**src/rtl/prog_mem_pkg.sv**
```systemverilog
// Shared program-memory widths, loader state encoding and length limits.
// Imported by the boot loader and its byte packer.
package prog_mem_pkg;

    localparam int I_MEM_ADDR_W   = 11;
    localparam int I_MEM_DATA_W   = 32;
    localparam int I_MEM_DEPTH    = 2048;
    localparam int BYTES_PER_WORD = 4;
    localparam int LOADER_LEN_W   = I_MEM_ADDR_W + 1;

    typedef enum logic [1:0] {
        IDLE,
        RECV,
        WRITE,
        DONE
    } loader_state_t;

endpackage

```
**src/rtl/byte_packer.sv**
```systemverilog
// Packs a byte stream into 32-bit words with a 2-bit byte counter.
// word is the assembled value including the byte presented this cycle.
module byte_packer
    import prog_mem_pkg::*;
#(
    parameter bit MSB_FIRST = 1'b1
) (
    input  logic        clk,
    input  logic        rst_n,
    input  logic        in_valid,
    input  logic [7:0]  in_data,
    input  logic        clear,
    output logic [31:0] word,
    output logic        word_valid
);

    logic [31:0] acc_q, acc_d;
    logic [1:0]  cnt_q, cnt_d;

    always_comb begin
        if (MSB_FIRST) begin
            word = {acc_q[23:0], in_data};
        end else begin
            word = {in_data, acc_q[31:8]};
        end
        word_valid = in_valid && !clear &&
                     (cnt_q == 2'(BYTES_PER_WORD - 1));
        acc_d = acc_q;
        cnt_d = cnt_q;
        if (clear) begin
            acc_d = '0;
            cnt_d = '0;
        end else if (in_valid) begin
            acc_d = word;
            cnt_d = cnt_q + 2'd1;
        end
    end

    always_ff @(posedge clk or negedge rst_n) begin
        if (!rst_n) begin
            acc_q <= '0;
            cnt_q <= '0;
        end else begin
            acc_q <= acc_d;
            cnt_q <= cnt_d;
        end
    end

endmodule

```
**src/rtl/prog_mem_loader.sv**
```systemverilog
// Boot-time loader: packs a byte stream into words, writes them to
// program memory at ascending addresses and holds the core in reset.
module prog_mem_loader
    import prog_mem_pkg::*;
#(
    parameter int ADDR_WIDTH = I_MEM_ADDR_W,
    parameter int DATA_WIDTH = I_MEM_DATA_W,
    parameter int MEM_DEPTH  = I_MEM_DEPTH,
    parameter bit MSB_FIRST  = 1'b1,
    parameter bit HOLD_CORE  = 1'b1
) (
    input  logic                  clk,
    input  logic                  rst_n,
    input  logic                  start,
    input  logic [ADDR_WIDTH:0]   len_words,
    input  logic                  abort,
    input  logic                  s_valid,
    input  logic [7:0]            s_data,
    output logic                  s_ready,
    output logic                  mem_we,
    output logic [ADDR_WIDTH-1:0] mem_waddr,
    output logic [DATA_WIDTH-1:0] mem_wdata,
    output logic                  core_rst_n,
    output logic                  busy,
    output logic                  done,
    output logic                  err
);

    localparam int LEN_W = ADDR_WIDTH + 1;

    loader_state_t         state_q, state_d;
    logic [LEN_W-1:0]      len_q, len_d;
    logic [ADDR_WIDTH-1:0] word_cnt_q, word_cnt_d;
    logic                  s_ready_q, s_ready_d;
    logic                  mem_we_q, mem_we_d;
    logic [ADDR_WIDTH-1:0] mem_waddr_q, mem_waddr_d;
    logic [DATA_WIDTH-1:0] mem_wdata_q, mem_wdata_d;
    logic                  core_rst_n_q, core_rst_n_d;
    logic                  busy_q, busy_d;
    logic                  done_q, done_d;
    logic                  err_q, err_d;

    logic        take;
    logic        len_ok;
    logic        last_word;
    logic        pk_clear;
    logic [31:0] pk_word;
    logic        pk_word_valid;

    assign take      = s_valid && s_ready_q && (state_q == RECV);
    assign len_ok    = (len_words != '0) &&
                       (len_words <= LEN_W'(MEM_DEPTH));
    assign last_word = ({1'b0, word_cnt_q} == (len_q - LEN_W'(1)));
    // Packer is held empty outside a load so a new image starts aligned.
    assign pk_clear  = (state_q == IDLE) || abort;

    byte_packer #(
        .MSB_FIRST (MSB_FIRST)
    ) u_packer (
        .clk        (clk),
        .rst_n      (rst_n),
        .in_valid   (take),
        .in_data    (s_data),
        .clear      (pk_clear),
        .word       (pk_word),
        .word_valid (pk_word_valid)
    );

    always_comb begin
        state_d      = state_q;
        len_d        = len_q;
        word_cnt_d   = word_cnt_q;
        s_ready_d    = s_ready_q;
        mem_we_d     = 1'b0;
        mem_waddr_d  = mem_waddr_q;
        mem_wdata_d  = mem_wdata_q;
        core_rst_n_d = core_rst_n_q;
        busy_d       = busy_q;
        done_d       = 1'b0;
        err_d        = 1'b0;
        unique case (state_q)
            IDLE: begin
                if (start && len_ok) begin
                    len_d        = len_words;
                    word_cnt_d   = '0;
                    core_rst_n_d = 1'b0;
                    busy_d       = 1'b1;
                    s_ready_d    = 1'b1;
                    state_d      = RECV;
                end else if (start) begin
                    err_d = 1'b1;
                end
            end
            RECV: begin
                if (abort) begin
                    err_d     = 1'b1;
                    busy_d    = 1'b0;
                    s_ready_d = 1'b0;
                    state_d   = IDLE;
                end else if (pk_word_valid) begin
                    mem_wdata_d = DATA_WIDTH'(pk_word);
                    mem_waddr_d = word_cnt_q;
                    s_ready_d   = 1'b0;
                    state_d     = WRITE;
                end
            end
            WRITE: begin
                // The strobe is committed at the end of WRITE so abort can veto it.
                if (abort) begin
                    err_d     = 1'b1;
                    busy_d    = 1'b0;
                    s_ready_d = 1'b0;
                    state_d   = IDLE;
                end else begin
                    mem_we_d = 1'b1;
                    if (last_word) begin
                        state_d = DONE;
                    end else begin
                        word_cnt_d = word_cnt_q + 1'b1;
                        s_ready_d  = 1'b1;
                        state_d    = RECV;
                    end
                end
            end
            DONE: begin
                done_d       = 1'b1;
                core_rst_n_d = 1'b1;
                busy_d       = 1'b0;
                state_d      = IDLE;
            end
        endcase
    end

    always_ff @(posedge clk or negedge rst_n) begin
        if (!rst_n) begin
            state_q      <= IDLE;
            len_q        <= '0;
            word_cnt_q   <= '0;
            s_ready_q    <= 1'b0;
            mem_we_q     <= 1'b0;
            mem_waddr_q  <= '0;
            mem_wdata_q  <= '0;
            core_rst_n_q <= ~HOLD_CORE;
            busy_q       <= 1'b0;
            done_q       <= 1'b0;
            err_q        <= 1'b0;
        end else begin
            state_q      <= state_d;
            len_q        <= len_d;
            word_cnt_q   <= word_cnt_d;
            s_ready_q    <= s_ready_d;
            mem_we_q     <= mem_we_d;
            mem_waddr_q  <= mem_waddr_d;
            mem_wdata_q  <= mem_wdata_d;
            core_rst_n_q <= core_rst_n_d;
            busy_q       <= busy_d;
            done_q       <= done_d;
            err_q        <= err_d;
        end
    end

    assign s_ready    = s_ready_q;
    assign mem_we     = mem_we_q;
    assign mem_waddr  = mem_waddr_q;
    assign mem_wdata  = mem_wdata_q;
    assign core_rst_n = core_rst_n_q;
    assign busy       = busy_q;
    assign done       = done_q;
    assign err        = err_q;

endmodule

```
**config.mk**
```make
export PLATFORM = sky130hd
export DESIGN_NAME = prog_mem_loader
export DESIGN_NICKNAME = d
export VERILOG_FILES = /design/src/rtl/prog_mem_pkg.sv /design/src/rtl/byte_packer.sv /design/src/rtl/prog_mem_loader.sv
export SDC_FILE = /design/constraint.sdc
export NUM_CORES = 1
export LEC_CHECK = 0
export BUFFER_PORTS_ARGS = -buffer_cell sky130_fd_sc_hd__buf_2
export CORE_AREA = 2 2 73 127
export CTS_CLUSTER_DIAMETER = 80
export CTS_CLUSTER_SIZE = 16
export DETAILED_ROUTE_END_ITERATION = 8
export DIE_AREA = 0 0 75 129
export MAX_ROUTING_LAYER = met4
export PLACE_DENSITY = 0.82
export SLEW_MARGIN = 15
export SYNTH_ARGS = -nofsm -noshare
export SYNTH_HDL_FRONTEND = slang
export SYNTH_SLANG_ARGS = --single-unit
export TNS_END_PERCENT = 20
```
**constraint.sdc**
```tcl
create_clock -name clk -period 3.1 [get_ports clk]
set_input_delay 0 -clock clk [delete_from_list [all_inputs] [get_ports clk]]
set_output_delay 0 -clock clk [all_outputs]
set_load 0.05 [all_outputs]
```
=== Word-level counts from Yosys, hierarchy flattened ===
Cells that the tools add are included.

* Flip-flop bits (word level): 100
* Input bits: 25
* Logic and storage cells: 82

* Add/subtract/negate cells: 3
* Order comparisons: 1
* Equal/unequal tests: 11
* Mux-type cells: 31
* Bitwise logic cells: 1
* Reduce and logical (&&, ||, !) cells: 22

{| class="wikitable"
|+ Operators by type and width
! operator !! count
|-
| two-way mux 24 bit || 2
|-
| two-way mux 11 bit || 3
|-
| one-hot mux 11 bit (2 select lines) || 1
|-
| two-way mux 2 bit || 7
|-
| two-way mux 1 bit || 13
|-
| == test 11 x 12 -> 1 bit || 1
|-
| <= comparator 12 bit (second input constant) || 1
|-
| nonzero test 12 bit || 1
|-
| subtractor 12 x 1 -> 12 bit (second input constant) || 1
|-
| adder 11 x 1 -> 11 bit (second input constant) || 1
|-
| one-hot mux 2 bit (4 select lines) || 1
|-
| AND reduction 2 bit || 4
|-
| AND reduction 4 bit || 2
|-
| == test 2 bit (second input constant) || 3
|-
| logical AND 1 bit || 6
|-
| != test 3 bit (second input constant) || 2
|-
| one-hot mux 1 bit (3 select lines) || 2
|-
| nonzero test 2 bit || 3
|-
| != test 2 x 1 -> 1 bit (second input constant) || 2
|-
| != test 2 bit (second input constant) || 2
|-
| one-hot mux 1 bit (2 select lines) || 2
|-
| AND reduction 3 bit || 1
|-
| nonzero test 3 bit || 1
|-
| adder 2 x 1 -> 2 bit (second input constant) || 1
|-
| 6 further kinds || 6
|}

=== Depth between registers and ports, before layout ===
Gate-level depths: netlist (run 1).

* Depth after elaboration: 8
* Gate-level depth with buffers: 11

=== By module ===
From an unflattened synthesis (run 1), not the netlist that was laid out.

* Cells, all modules: 397
* Area, all modules: 4,733.3 um^2

{| class="wikitable"
|+ By module, submodules not included
! module !! times used !! cells an instance !! area an instance (um^2) !! seq. area each (um^2)
|-
| prog_mem_loader || 1 || 302 || 3,577.2 || 1,851.8
|-
| byte_packer || 1 || 95 || 1,156.1 || 650.6
|}

=== Least setup slack after synthesis (run 1) ===
No wires, ideal clock.

* Path type: register -> register
* From: register len_q[0]
* To: register word_cnt_q[5]
* Arrival time: 2.384 ns
* Slack: 0.639 ns
* Stages on the path, launching flop included: 11
* Buffers on the path: 1
* Period minus slack after synthesis: 2.461 ns
* Cell sequence: dfrtp_1 inv_1 ha_1 nor3b_2 xnor2_1 o32ai_1 a221o_1 and4_4 buf_4 or3_1 a21oi_1

* Word-level cells in the longest chain between the ends: 4

{| class="wikitable"
|+ Ends and longest elaborated chain
! element !! line !! RTL
|-
| start, declared || prog_mem_loader.sv:32 || <nowiki>logic [LEN_W-1:0] len_q, len_d;</nowiki>
|-
| start signal, assigned || prog_mem_loader.sv:149 || <nowiki>len_q <= len_d;</nowiki>
|-
| subtractor 12 x 1 -> 12 bit || prog_mem_loader.sv:53 || <nowiki>assign last_word = ({1'b0, word_cnt_q} == (len_q - LEN_W'(1)));</nowiki>
|-
| == test 11 x 12 -> 1 bit || prog_mem_loader.sv:53 ||
|-
| != test 2 bit (no source line) || -- ||
|-
| AND reduction 4 bit (no source line) || -- ||
|-
| end signal, assigned || prog_mem_loader.sv:150 || <nowiki>word_cnt_q <= word_cnt_d;</nowiki>
|-
| end, declared || prog_mem_loader.sv:33 || <nowiki>logic [ADDR_WIDTH-1:0] word_cnt_q, word_cnt_d;</nowiki>
|}

Every way passes these cells.
A chain may end at the register's enable or synchronous reset.

=== Worst setup path in the final report (run 1) ===
* From: register len_q[0]
* To: register word_cnt_q[10]

The elaborated chain is that of the path after synthesis.

==> metrics.log, run 1 <==
[metrics] status: finished clean
[metrics] final global-route overflow total: 0
[metrics] overall routing resource usage: 0.255
[metrics] per-cell via count in the routed design: 5.42
[metrics] most used flip-flop cell after synthesis: dfrtp_1
[metrics] Critical Path Fanout Max: 24
[metrics] Worst Tran Pin Value: 0.953 ns
[metrics] Final period util: 0.873
[metrics] endpoints failing setup: 0
[metrics] Final #Nets: 630
[metrics] via count of the first global-routing pass: 3887
[metrics] total power consumption of the routed design: between 3 and 4 mW
[metrics] Clock Tree Root: clkbuf_16
[metrics] number of core rows: 45
[metrics] antenna diode count: 0
[metrics] largest net degree at the start of global routing: 64
[metrics] post-synthesis sequential element count: 100
[metrics] Area Growth Syn to Fin: 20.9%
[metrics] Inserted Clock Buffers: 9
[metrics] RSZ-0062 raised after global routing: no
[metrics] wire length after detailed routing: 10900 um
[metrics] final weighted congestion of routability-driven global placement: 0.824
[metrics] Total Die Area: between 0.009 and 0.01 mm^2
[metrics] delay of the slowest cell on the worst path: 0.51 ns
[metrics] Min Clock Period, post-route: approximately 2.7 ns
[metrics] average cell area after synthesis: 9.14 um^2
[metrics] CP Data Arrival Time: roughly 3.0 ns
[metrics] total number of yosys warnings: 0
[metrics] maximum level of the CTS H-tree: 3
[metrics] Peak VDD IR: 0.458 mV
[metrics] number of vias after detailed routing: 3905
[metrics] HPWL after DPL: 7770 um
[metrics] share of the synthesized area in the top cell type: 0.539
[metrics] leakage dissipation: 2.82 nW
[metrics] fin area: between 0.005 and 0.006 mm^2
[metrics] number of cells produced by synthesis: 508
[metrics] most frequent cell after synthesis: nand2_1
[metrics] I/O pin cnt: 74
[metrics] post-place instance area: 0.00511 mm^2
[metrics] CP Class: reg2reg
[metrics] count of flip-flops with a built-in enable after synthesis: 0
[metrics] critical path endpoint category: flop
[metrics] required time worst endpoint: 3.38 ns
[metrics] Floorplan Core Area: 0.00861 mm^2
[metrics] Filler Cell Count: 709
[metrics] count of cells resized by post-cts repair: 0
[metrics] Distinct cells, synth: 49
[metrics] remaining max-slew budget at the tightest pin: 0.363
[metrics] final count of pins violating max slew: 0
[metrics] sequential area share after synthesis: 0.539
[metrics] leading post-synthesis cells by cell area: dfrtp_1 (54%), nand2_1 (16%), a21oi_1 (3.6%)
[metrics] Power Dens Cells: 619 mW/mm^2
[metrics] DRC: 0
[metrics] Clock Tree Buf Depth: 2
[metrics] remaining antenna violation count: 0
[metrics] area leader, netlist: dfrtp_1
[metrics] average wire length per cell after detail routing: ~15 um
[metrics] Sink Count: 100
[metrics] Die W: 75 um
[metrics] die height: approximately 130 um
[metrics] First-pass DRT Iterations: 5
[metrics] setup bufs post-CTS: 0
[metrics] global-route wire length before repair: 18000 um
[metrics] clk_lat worst skew: 0.35 ns
[metrics] buffers added on ports: 73
[metrics] cell-by-cell trace of the critical path: inv_1, ha_1, nor3b_2, xnor2_1, o32ai_1, a221o_1, and4_4, or4_1, nand2_1
[metrics] number of antenna violations at the first check in global routing: 0
[metrics] clock tree from TritonCTS: done
[metrics] total count of hold-check failures in the final report: 0
[metrics] Worst Hold Class: in2reg
[metrics] nature of the critical path startpoint: flop
[metrics] clock-pin transition on the worst setup and hold timing paths: 0.06 ns
[metrics] Iteration-0 DRC Markers: 309
[metrics] Sum Neg Setup Slack: 0 ns
[metrics] Critical Path Slowest Stage Cell: nor3b_2
[metrics] net count of the mapped netlist: 540
[metrics] maximum capacitance violations: 0
[metrics] Setup Skew: 0.00672 ns
[metrics] layout cell share with drive strength beyond 1: 0.194
[metrics] Initial Utilization: 0.539
[metrics] summed instance area of the synthesized netlist: 0.00464 mm^2
[metrics] timing-limited maximum frequency: 0.370 GHz
[metrics] async set-reset flop share out of synthesis: 1.00
[metrics] leading post-synthesis cells by instance count: nand2_1 (200), dfrtp_1 (100), a21oi_1 (33), clkbuf_1 (16)
[worst max-delay path, delay by kind of cell, from the launching register on]
kind / cells / cell delay, ns
buffers and inverters: 1 / 0.10
AOI/OAI and AO/OA: 2 / 0.44
and+or+nand+nor: 4 / 1.29
DFF: 1 / 0.43
xor gates and xnor gates: 1 / 0.18
adders and majority gates: 1 / 0.21
[registers in the layout (all words and copies together) (netlist names)]
register	count
busy	1
core_rst_n	1
done	1
err	1
len_q	12
mem_waddr	11
mem_wdata	32
mem_we	1
s_ready	1
state_q	2
u_packer.acc_q	24
u_packer.cnt_q	2
word_cnt_q	11
[through the flow]
step,cells,hold slack [ns],setup slack (ns),utilization
3_3_place_gp,682,0.111,0.495,0.594
6_report,720,0.0210,0.394,0.652
3_5_place_dp,682,0.122,0.415,0.594
5_1_grt,720,0.0500,0.171,0.652
2_1_floorplan,508,-0.296,0.639,-
4_1_cts,720,0.0165,0.394,0.652
[power breakdown]
group / leakage (nW) / internal, mW / switching (mW)
clock: 0.132 / 0.567 / 0.483
combinational: 1.32 / 0.351 / 0.528
sequential: 1.37 / 1.41 / 0.138
total: 2.82 / 2.33 / 1.15
[layer usage]
layer  track usage  routed length, um  vias up
met3        0.0431                447       36
met2         0.426               6010      132
met4         0.149                541        0
met5             -                  0        -
li1              -                  -     1866
met1         0.275               3910     1871
[kinds of logic after synthesis]
family | Yosys count | synth area share
mux | 11 | 0.0261
fa+ha+maj | 7 | 0.0189
xor+xnor | 16 | 0.0302
flops | 100 | 0.539
compound gates | 70 | 0.0940
simple gates | 273 | 0.264
buf+inv | 31 | 0.0280
[cell usage in the layout, fill, tap and decap left out, types with 2 or more instances in the layout]
cell,netlist,layout
a21oi_1,33,33
a2bb2oi_1,2,2
and3_1,4,4
buf_2,2,72
buf_4,3,9
clkbuf_16,0,9
clkinv_4,0,2
clkinvlp_4,0,2
dfrtp_1,100,100
dlygate4sd3_1,0,22
ha_1,7,7
inv_1,7,7
mux2_2,9,9
mux2i_1,2,2
nand2_1,200,200
nand2b_1,4,4
nand3_1,5,5
nand4_1,7,7
nor2_1,15,15
nor2b_1,4,4
nor3_1,6,6
nor4_4,2,2
o211ai_1,3,3
o21ai_0,15,15
o31ai_1,4,4
or2_2,2,2
or3_1,10,10
or4_1,6,6
xnor2_1,9,9
xor2_1,7,7
[path summary, 6_finish.rpt]
kind,start,to,slack [ns],depth (start not counted)
worst max-delay path,len_q[0],word_cnt_q[10],0.39,9
worst min-delay path,abort,err,0.02,3
worst max register to register,len_q[0],word_cnt_q[10],0.39,9
worst min register to register,mem_wdata[27],mem_wdata[27],0.47,2
max in group asynchronous,rst_n,word_cnt_q[5],2.07,3
min in group asynchronous,rst_n,mem_wdata[22],0.27,2
[area by class of cell]
class                   count  area [um^2]  share of cell area
flip-flops and latches    100         2500               0.446
multi-input cells         377         2010               0.358
clock buffers              11          243              0.0432
repair buffers            103          648               0.115
inverters                   7         26.3             0.00468
well taps                 117          146              0.0261
clock inverters             5         37.5             0.00668
[repair_timing]
item | CTS | global route
endpoints found under the setup margin | 0 | 0
hold buffers | 22 | 0
hold endpoints to repair | 90 | 0
Note: power is estimated with default switching activity, not from simulation.
==> run 2: changes to the inputs <==
--- a/config.mk
+++ b/config.mk
@@ -6,13 +6,13 @@
 export NUM_CORES = 1
 export LEC_CHECK = 0
 export BUFFER_PORTS_ARGS = -buffer_cell sky130_fd_sc_hd__buf_2
-export CORE_AREA = 2 2 73 127
+export CORE_AREA = 2 2 76 132
 export CTS_CLUSTER_DIAMETER = 80
 export CTS_CLUSTER_SIZE = 16
 export DETAILED_ROUTE_END_ITERATION = 8
-export DIE_AREA = 0 0 75 129
+export DIE_AREA = 0 0 78 134
 export MAX_ROUTING_LAYER = met4
-export PLACE_DENSITY = 0.82
+export PLACE_DENSITY = 0.8
 export SLEW_MARGIN = 15
 export SYNTH_ARGS = -nofsm -noshare
 export SYNTH_HDL_FRONTEND = slang
==> constraint.sdc (replaced) <==
create_clock -name clk -period 2.33 [get_ports clk]
set_input_delay 0 -clock clk [delete_from_list [all_inputs] [get_ports clk]]
set_output_delay 0 -clock clk [all_outputs]
set_load 0.05 [all_outputs]
==> metrics.log, run 2 (synthesis gave the netlist of run 1 again) <==
[metrics] average wire length per cell after detail routing: 15.2 um
[metrics] CP Data Arrival Time: 2.64 ns
[metrics] Floorplan Core Area: 0.00941 mm^2
[metrics] clock-pin transition on the worst setup and hold timing paths: 0.07 ns
[metrics] internal power: 3.64 mW
[metrics] layout cell share with drive strength beyond 1: 0.260
[metrics] RSZ-0062 raised after global routing: yes
[metrics] fin area: roughly 0.006 mm^2
[metrics] remaining antenna violation count: 0
[metrics] maximum level of the CTS H-tree: 3
[metrics] total placed cells including tap cells: 702
[metrics] CP Class: in2reg
[metrics] HPWL after DPL: roughly 7900 um
[metrics] Min Clock Period, post-route: 2.37 ns
[metrics] Power Dens Cells: 880 mW/mm^2
[metrics] commonest cells after routing, fill and taps aside: nand2_1 (200), dfrtp_1 (100), buf_2 (72)
[metrics] total power consumption of the routed design: 5.28 mW
[metrics] switching share of power: 0.310
[metrics] required time worst endpoint: 2.60 ns
[metrics] critical path's top delay family: simple AND/OR/NAND/NOR gates
[metrics] relative contribution of sequential cells to total power: 0.388
[metrics] worst setup path endpoint: word_cnt_q[9]
[metrics] final core utilization: 0.638
[metrics] Critical Path Slowest Stage Cell: or4_1
[metrics] leakage dissipation: 3.00 nW
[metrics] violations in the final reports: negative hold slack, negative setup slack
[metrics] Sum Neg Setup Slack: -0.0798 ns
[metrics] overall routing resource usage: 0.239
[metrics] status: finished, violations left
[metrics] Buf/Inv on CP: 2
[metrics] Clock Tree Buf Depth: 2
[metrics] Clock Tree Root: clkbuf_16
[metrics] final count of pins violating max slew: 0
[metrics] Worst Hold Class: in2reg
[metrics] First-pass DRT Iterations: 4
[metrics] buffers added on ports: 73
[metrics] die height: 134 um
[metrics] via count of the first global-routing pass: 4060
[metrics] largest net degree at the start of global routing: between 40 and 50
[metrics] post-layout instance count excluding filler cells: about 750
[metrics] flop2flop setup slack: -0.02 ns
[metrics] Iteration-0 DRC Markers: between 200 and 250
[metrics] Setup Skew: about 0.0071 ns
[metrics] startpoint of the most critical setup path: len_words[10]
[metrics] Hold WS: -0.00815 ns
[metrics] nature of the critical path startpoint: input port
[metrics] final global-route overflow total: 0
[metrics] most common cell after layout, fill and taps aside: nand2_1
[metrics] wire length after detailed routing: 11300 um
[metrics] Final WS setup: -0.0424 ns
[metrics] clk_lat worst skew: roughly 0.35 ns
[metrics] DRC: 0
[metrics] Comb pwr share: 0.286
[metrics] critical path endpoint category: flop
[metrics] timing-limited maximum frequency: 0.422 GHz
[metrics] number of antenna violations at the first check in global routing: 1
[metrics] Total Die Area: 0.0105 mm^2
[metrics] Final #Nets: approximately 650
[metrics] relative contribution of the clock network to total power: 0.326
[metrics] Critical Path Fanout Max: 8
[metrics] Die W: between 70 and 80 um
[metrics] cell-by-cell trace of the critical path: dlygate4sd3_1, buf_2, nor4_4, a31oi_2, o31ai_4, o21ai_2, or4_1, or3_4, a21oi_2
[metrics] clock tree from TritonCTS: done
[metrics] worst reg2reg path startpoint: len_q[0]
[metrics] Worst path depth: 9
[metrics] net switching power: 1.64 mW
[metrics] number of vias after detailed routing: 4031
[metrics] number of core rows: between 40 and 50
[metrics] remaining max-slew budget at the tightest pin: 0.664
[metrics] maximum capacitance violations: 0
[metrics] I/O pin cnt: 74
[metrics] post-place instance area: 0.00526 mm^2
[metrics] Area Growth Syn to Fin: 29.2%
[metrics] global-route wire length before repair: roughly 19000 um
[metrics] Initial Utilization: 0.494
[metrics] endpoints failing setup: 3
[metrics] final weighted congestion of routability-driven global placement: ~0.87
[metrics] Worst Reg2Reg Path Length in Cells: 10
[metrics] Inserted Clock Buffers: 9
[metrics] total count of hold-check failures in the final report: 1
[metrics] end of the worst register-to-register path: word_cnt_q[2]
[metrics] Worst Tran Pin Value: approximately 0.5 ns
[metrics] Final period util: 1.02
[metrics] max reg flops: 32
[metrics] hold depth: 3
[metrics] Filler Cell Count: ~750
[metrics] delay of the slowest cell on the worst path: 0.58 ns
[metrics] Sink Count: 100
[metrics] per-cell via count in the routed design: 5.40
[metrics] Peak VDD IR: between 0.6 and 0.7 mV
[metrics] Setup WS pre-CTS: -0.117 ns
==> run 2: cell count changes in the layout (fill, tap and decap cells not counted), sizes merged <==
cell,before,now
dlygate4sd3,22,21
clkinvlp,2,0
and4,2,3
inv,7,9
diode,0,1
clkbuf,11,10
bufinv,0,3
buf,81,103
clkinv,3,0
==> run 2: routing by layer <==
metal | global-route usage | vias to the layer above | wire length, um
met4 | 0.113 | 0 | 393
met1 | 0.258 | 1960 | 4160
met5 | - | - | 0
li1 | - | 1927 | -
met3 | 0.0377 | 31 | 383
met2 | 0.423 | 113 | 6390
==> run 2: power groups by stage <==
| stage | Combinational (mW) | Clock [mW] | Sequential, mW |
|---|---|---|---|
| floorplan | 0.803 | 0 | 2.12 |
| global placement | 1.23 | 0 | 2.06 |
| detailed placement | 1.27 | 0 | 2.07 |
| CTS | 1.46 | 1.75 | 2.04 |
| global route | 1.65 | 1.83 | 2.08 |
| finish | 1.51 | 1.72 | 2.05 |
==> run 2: area by class of cell <==
type	count	area, um^2	share of cell area
diodes	1	2.50	0.000417
inverters	7	26.3	0.00438
clock inverters	5	108	0.0179
flip-flops and latches	100	2500	0.417
well taps	122	153	0.0254
repair buffers	124	835	0.139
multi-input cells	378	2140	0.356
clock buffers	10	239	0.0398
==> run 2: worst min path at each step <==
stage,from,to,slack (ns)
6_report,abort,err,-0.008
3_5_place_dp,rst_n,mem_wdata[29],-0.0004
5_1_grt,start,err,0.02
2_1_floorplan,rst_n,busy,-0.30
4_1_cts,abort,err,0.002
3_3_place_gp,rst_n,mem_wdata[29],-0.003
==> run 2: timing repair <==
| action | CTS | global route |
|---|---|---|
| cloned | 1 | 0 |
| gates resized for setup | 18 | 17 |
| hold buffers | 21 | 0 |
| hold endpoints to repair | 66 | 0 |
| setup buffers | 7 | 1 |
| endpoints found under the setup margin | 12 | 13 |
| pin swaps | 15 | 19 |
==> run 2: worst register-to-register path, delay by kind of cell, from the launching register on <==
| family | cells | cell delay, ns |
|---|---|---|
| AOI/OAI and AO/OA | 2 | 0.34 |
| adders and majority gates | 1 | 0.12 |
| buffers and inverters | 2 | 0.27 |
| DFF | 1 | 0.43 |
| muxes | 1 | 0.21 |
| and+or+nand+nor | 4 | 0.91 |
==> run 3: changes to the inputs <==
--- a/config.mk
+++ b/config.mk
@@ -5,14 +5,15 @@
 export SDC_FILE = /design/constraint.sdc
 export NUM_CORES = 1
 export LEC_CHECK = 0
+export ABC_AREA = 1
 export BUFFER_PORTS_ARGS = -buffer_cell sky130_fd_sc_hd__buf_2
-export CORE_AREA = 2 2 76 132
+export CORE_AREA = 2 2 75 131
 export CTS_CLUSTER_DIAMETER = 80
 export CTS_CLUSTER_SIZE = 16
 export DETAILED_ROUTE_END_ITERATION = 8
-export DIE_AREA = 0 0 78 134
+export DIE_AREA = 0 0 77 133
 export MAX_ROUTING_LAYER = met4
-export PLACE_DENSITY = 0.8
+export PLACE_DENSITY = 0.81
 export SLEW_MARGIN = 15
 export SYNTH_ARGS = -nofsm -noshare
 export SYNTH_HDL_FRONTEND = slang
==> metrics.log, run 3 <==
[metrics] status: finished clean
[metrics] async set-reset flop share out of synthesis: 1.00
[metrics] per-cell via count in the routed design: approximately 5
[metrics] Worst Reg2Reg Path Length in Cells: 14
[metrics] leakage dissipation: 2.87 nW
[metrics] Die W: 77 um
[metrics] CP Data Arrival Time: 2.37 ns
[metrics] internal power: between 3 and 4 mW
[metrics] Critical Path Slowest Stage Cell: dfrtp_1
[metrics] buffers added on ports: 73
[metrics] number of core rows: 47
[metrics] end of the worst register-to-register path: word_cnt_q[3]
[metrics] global-route wire length before repair: 17400 um
[metrics] die height: 133 um
[metrics] most used flip-flop cell after synthesis: dfrtp_1
[metrics] final weighted congestion of routability-driven global placement: approximately 0.9
[metrics] largest net degree at the start of global routing: 60
[metrics] count of flip-flops with a built-in enable after synthesis: 0
[metrics] Hold Path Sink: u_packer.cnt_q[1]
[metrics] delay of the slowest cell on the worst path: 0.39 ns
[metrics] fin area: 0.00560 mm^2
[metrics] net count of the mapped netlist: 578
[metrics] Final #Nets: 671
[metrics] I/O pin cnt: 74
[metrics] Area Growth Syn to Fin: 22.0%
[metrics] Inserted Clock Buffers: 9
[metrics] final global-route overflow total: 0
[metrics] Clock Tree Buf Depth: 2
[metrics] most common cell after layout, fill and taps aside: nand2_1
[metrics] startpoint of the lowest-slack hold path: s_valid
[metrics] number of cells produced by synthesis: 546
[metrics] post-synthesis sequential element count: 100
[metrics] Worst Tran Pin Value: 0.759 ns
[metrics] layer with the highest usage: met2
[metrics] met3 Use GR: 0.0375
[metrics] wire length after detailed routing: ~10000 um
[metrics] met2 layer usage reported by global route: 0.380
[metrics] HPWL after DPL: between 6000 and 7000 um
[metrics] Comb pwr share: 0.310
[metrics] switching share of power: 0.373
[metrics] share of the synthesized area in the top cell type: 0.545
[metrics] maximum level of the CTS H-tree: 3
[metrics] Buf/Inv on CP: 1
[metrics] clk_lat worst skew: about 0.34 ns
[metrics] DRC: 0
[metrics] average cell area after synthesis: 8.40 um^2
[metrics] Floorplan Core Area: 0.00929 mm^2
[metrics] number of antenna violations at the first check in global routing: 0
[metrics] remaining antenna violation count: 0
[metrics] leading post-synthesis cells by cell area: dfrtp_1 (55%), nand2_1 (13%), inv_1 (5.9%)
[metrics] antenna diode count: 0
[metrics] relative contribution of the clock network to total power: 0.276
[metrics] max reg flops: 32
[metrics] total number of yosys warnings: 0
[metrics] relative contribution of sequential cells to total power: 0.414
[metrics] commonest cells after routing, fill and taps aside: nand2_1 (154), dfrtp_1 (100), inv_1 (72), buf_2 (72), o21ai_0 (54)
[metrics] average wire length per cell after detail routing: 13.0 um
[metrics] critical path's top delay family: simple AND/OR/NAND/NOR gates
[metrics] flop2flop setup slack: roughly 0.24 ns
[metrics] post-layout instance count excluding filler cells: 765
[metrics] total power consumption of the routed design: 5.10 mW
[metrics] cell-by-cell trace of the critical path: inv_1, ha_1, nand2_1, nor2_1, nand2_1, nand2_1, nand2_1, nor2_1, nand2_1, nor2_2, nand2_4, nand2_4, nand2_1, nand2_1
[metrics] critical path endpoint category: flop
[metrics] timing-limited maximum frequency: 0.478 GHz
[metrics] Setup Skew: 0.00869 ns
[metrics] setup bufs post-CTS: 0
[metrics] Power Dens Cells: 912 mW/mm^2
[metrics] Final WS setup: roughly 0.24 ns
[metrics] Iteration-0 DRC Markers: 255
[metrics] clock tree from TritonCTS: done
[metrics] area leader, netlist: dfrtp_1
[metrics] worst reg2reg path startpoint: len_q[0]
[metrics] post-place instance area: 0.00508 mm^2
[metrics] endpoints failing setup: 0
[metrics] met1 demand-to-capacity share in global routing: 0.244
[metrics] required time worst endpoint: 2.61 ns
[metrics] CP Class: reg2reg
[metrics] remaining max-slew budget at the tightest pin: 0.494
[metrics] clock-pin transition on the worst setup and hold timing paths: 0.07 ns
[metrics] cell type with the highest occurrence count on the critical path: nand2_1
[metrics] number of vias after detailed routing: 3834
[metrics] Initial Utilization: 0.494
[metrics] Clock Tree Root: clkbuf_16
[metrics] Critical Path Fanout Max: 12
[metrics] Distinct cells, synth: 29
[metrics] Peak VDD IR: 0.784 mV
[metrics] overall routing resource usage: 0.218
[metrics] most frequent cell after synthesis: nand2_1
[metrics] Total Die Area: 0.0102 mm^2
[metrics] sequential area share after synthesis: 0.545
[metrics] Final period util: 0.897
[metrics] Setup WS pre-CTS: 0.245 ns
[metrics] First-pass DRT Iterations: 4
[metrics] Sink Count: 100
[metrics] via count of the first global-routing pass: between 3k and 4k
[metrics] total count of hold-check failures in the final report: 0
[metrics] total placed cells including tap cells: a little over 700
[metrics] summed instance area of the synthesized netlist: 0.00459 mm^2
[metrics] Worst Hold Class: in2reg
[metrics] layout cell share with drive strength beyond 1: 0.166
[metrics] nature of the critical path startpoint: flop
[metrics] final count of pins violating max slew: 0
[metrics] Filler Cell Count: 833
[metrics] hold depth: 4
[metrics] Hold WS: approximately 0.15 ns
[metrics] leading post-synthesis cells by instance count: nand2_1 (155), dfrtp_1 (100), inv_1 (72), o21ai_0 (54), nor2_1 (34)
[metrics] maximum capacitance violations: 0
[metrics] Min Clock Period, post-route: 2.09 ns
[metrics] net switching power: 1.90 mW
-- run 3: stage by stage --
step	utilization	TNS, ns
2_1_floorplan	-	0
3_5_place_dp	0.546	0
5_1_grt	0.602	-0.00203
4_1_cts	0.601	0
3_3_place_gp	0.546	0
6_report	0.602	0
-- run 3: repair_timing --
| action | in CTS | in global routing |
|---|---|---|
| hold endpoints to repair | 88 | 0 |
| setup endpoints to repair | 0 | 11 |
| hold buffers | 23 | 0 |
| gates resized for setup | 0 | 2 |
-- run 3: area by class of cell --
| cell class | count | area, um^2 | area share |
|---|---|---|---|
| flip-flops and latches | 100 | 2500 | 0.447 |
| multi-input cells | 352 | 1720 | 0.308 |
| clock inverters | 6 | 55.1 | 0.00983 |
| well taps | 122 | 153 | 0.0273 |
| repair buffers | 104 | 671 | 0.120 |
| clock buffers | 9 | 225 | 0.0402 |
| inverters | 72 | 270 | 0.0483 |
-- run 3: power groups by stage --
stage | Clock [mW] | Combinational (mW) | Sequential (mW)
after floorplan | 0 | 1.07 | 2.22
after global placement | 0 | 1.47 | 2.13
after detailed placement | 0 | 1.52 | 2.14
after CTS | 1.45 | 1.57 | 2.11
after global routing | 1.51 | 1.79 | 2.14
final | 1.41 | 1.58 | 2.11
-- run 3: routing by layer --
metal,up-vias,share of wire
li1,1924,-
met1,1796,0.41
met2,93,0.53
met3,21,0.038
met4,0,0.023
met5,-,0
-- run 3: worst max path at each step --
stage | endpoint | from | slack, ns | cells past startpoint
after global routing | word_cnt_q[3] | len_q[0] | -0.002 | 14
after global placement | word_cnt_q[0] | len_q[0] | 0.37 | 14
after detailed placement | word_cnt_q[3] | len_q[0] | 0.25 | 14
after floorplan | mem_waddr[0] | s_ready | 0.55 | 7
after CTS | word_cnt_q[3] | len_q[0] | 0.16 | 14
final | word_cnt_q[3] | len_q[0] | 0.24 | 14
-- run 3: kinds of logic after synthesis --
| logic type | Yosys count | synth area share |
|---|---|---|
| xor gates and xnor gates | 16 | 0.0305 |
| DFF | 100 | 0.545 |
| adders and majority gates | 7 | 0.0191 |
| muxes | 1 | 0.00245 |
| AOI/OAI and AO/OA | 86 | 0.103 |
| and+or+nand+nor | 242 | 0.218 |
| buffers and inverters | 94 | 0.0821 |
-- run 3: tightest hold or removal path: cells and delay by family --
kind,cells,cell delay [ns]
AND/OR/NAND/NOR,2,0.17
AO/OA/AOI/OAI,1,0.18
buffers and inverters,1,0.10
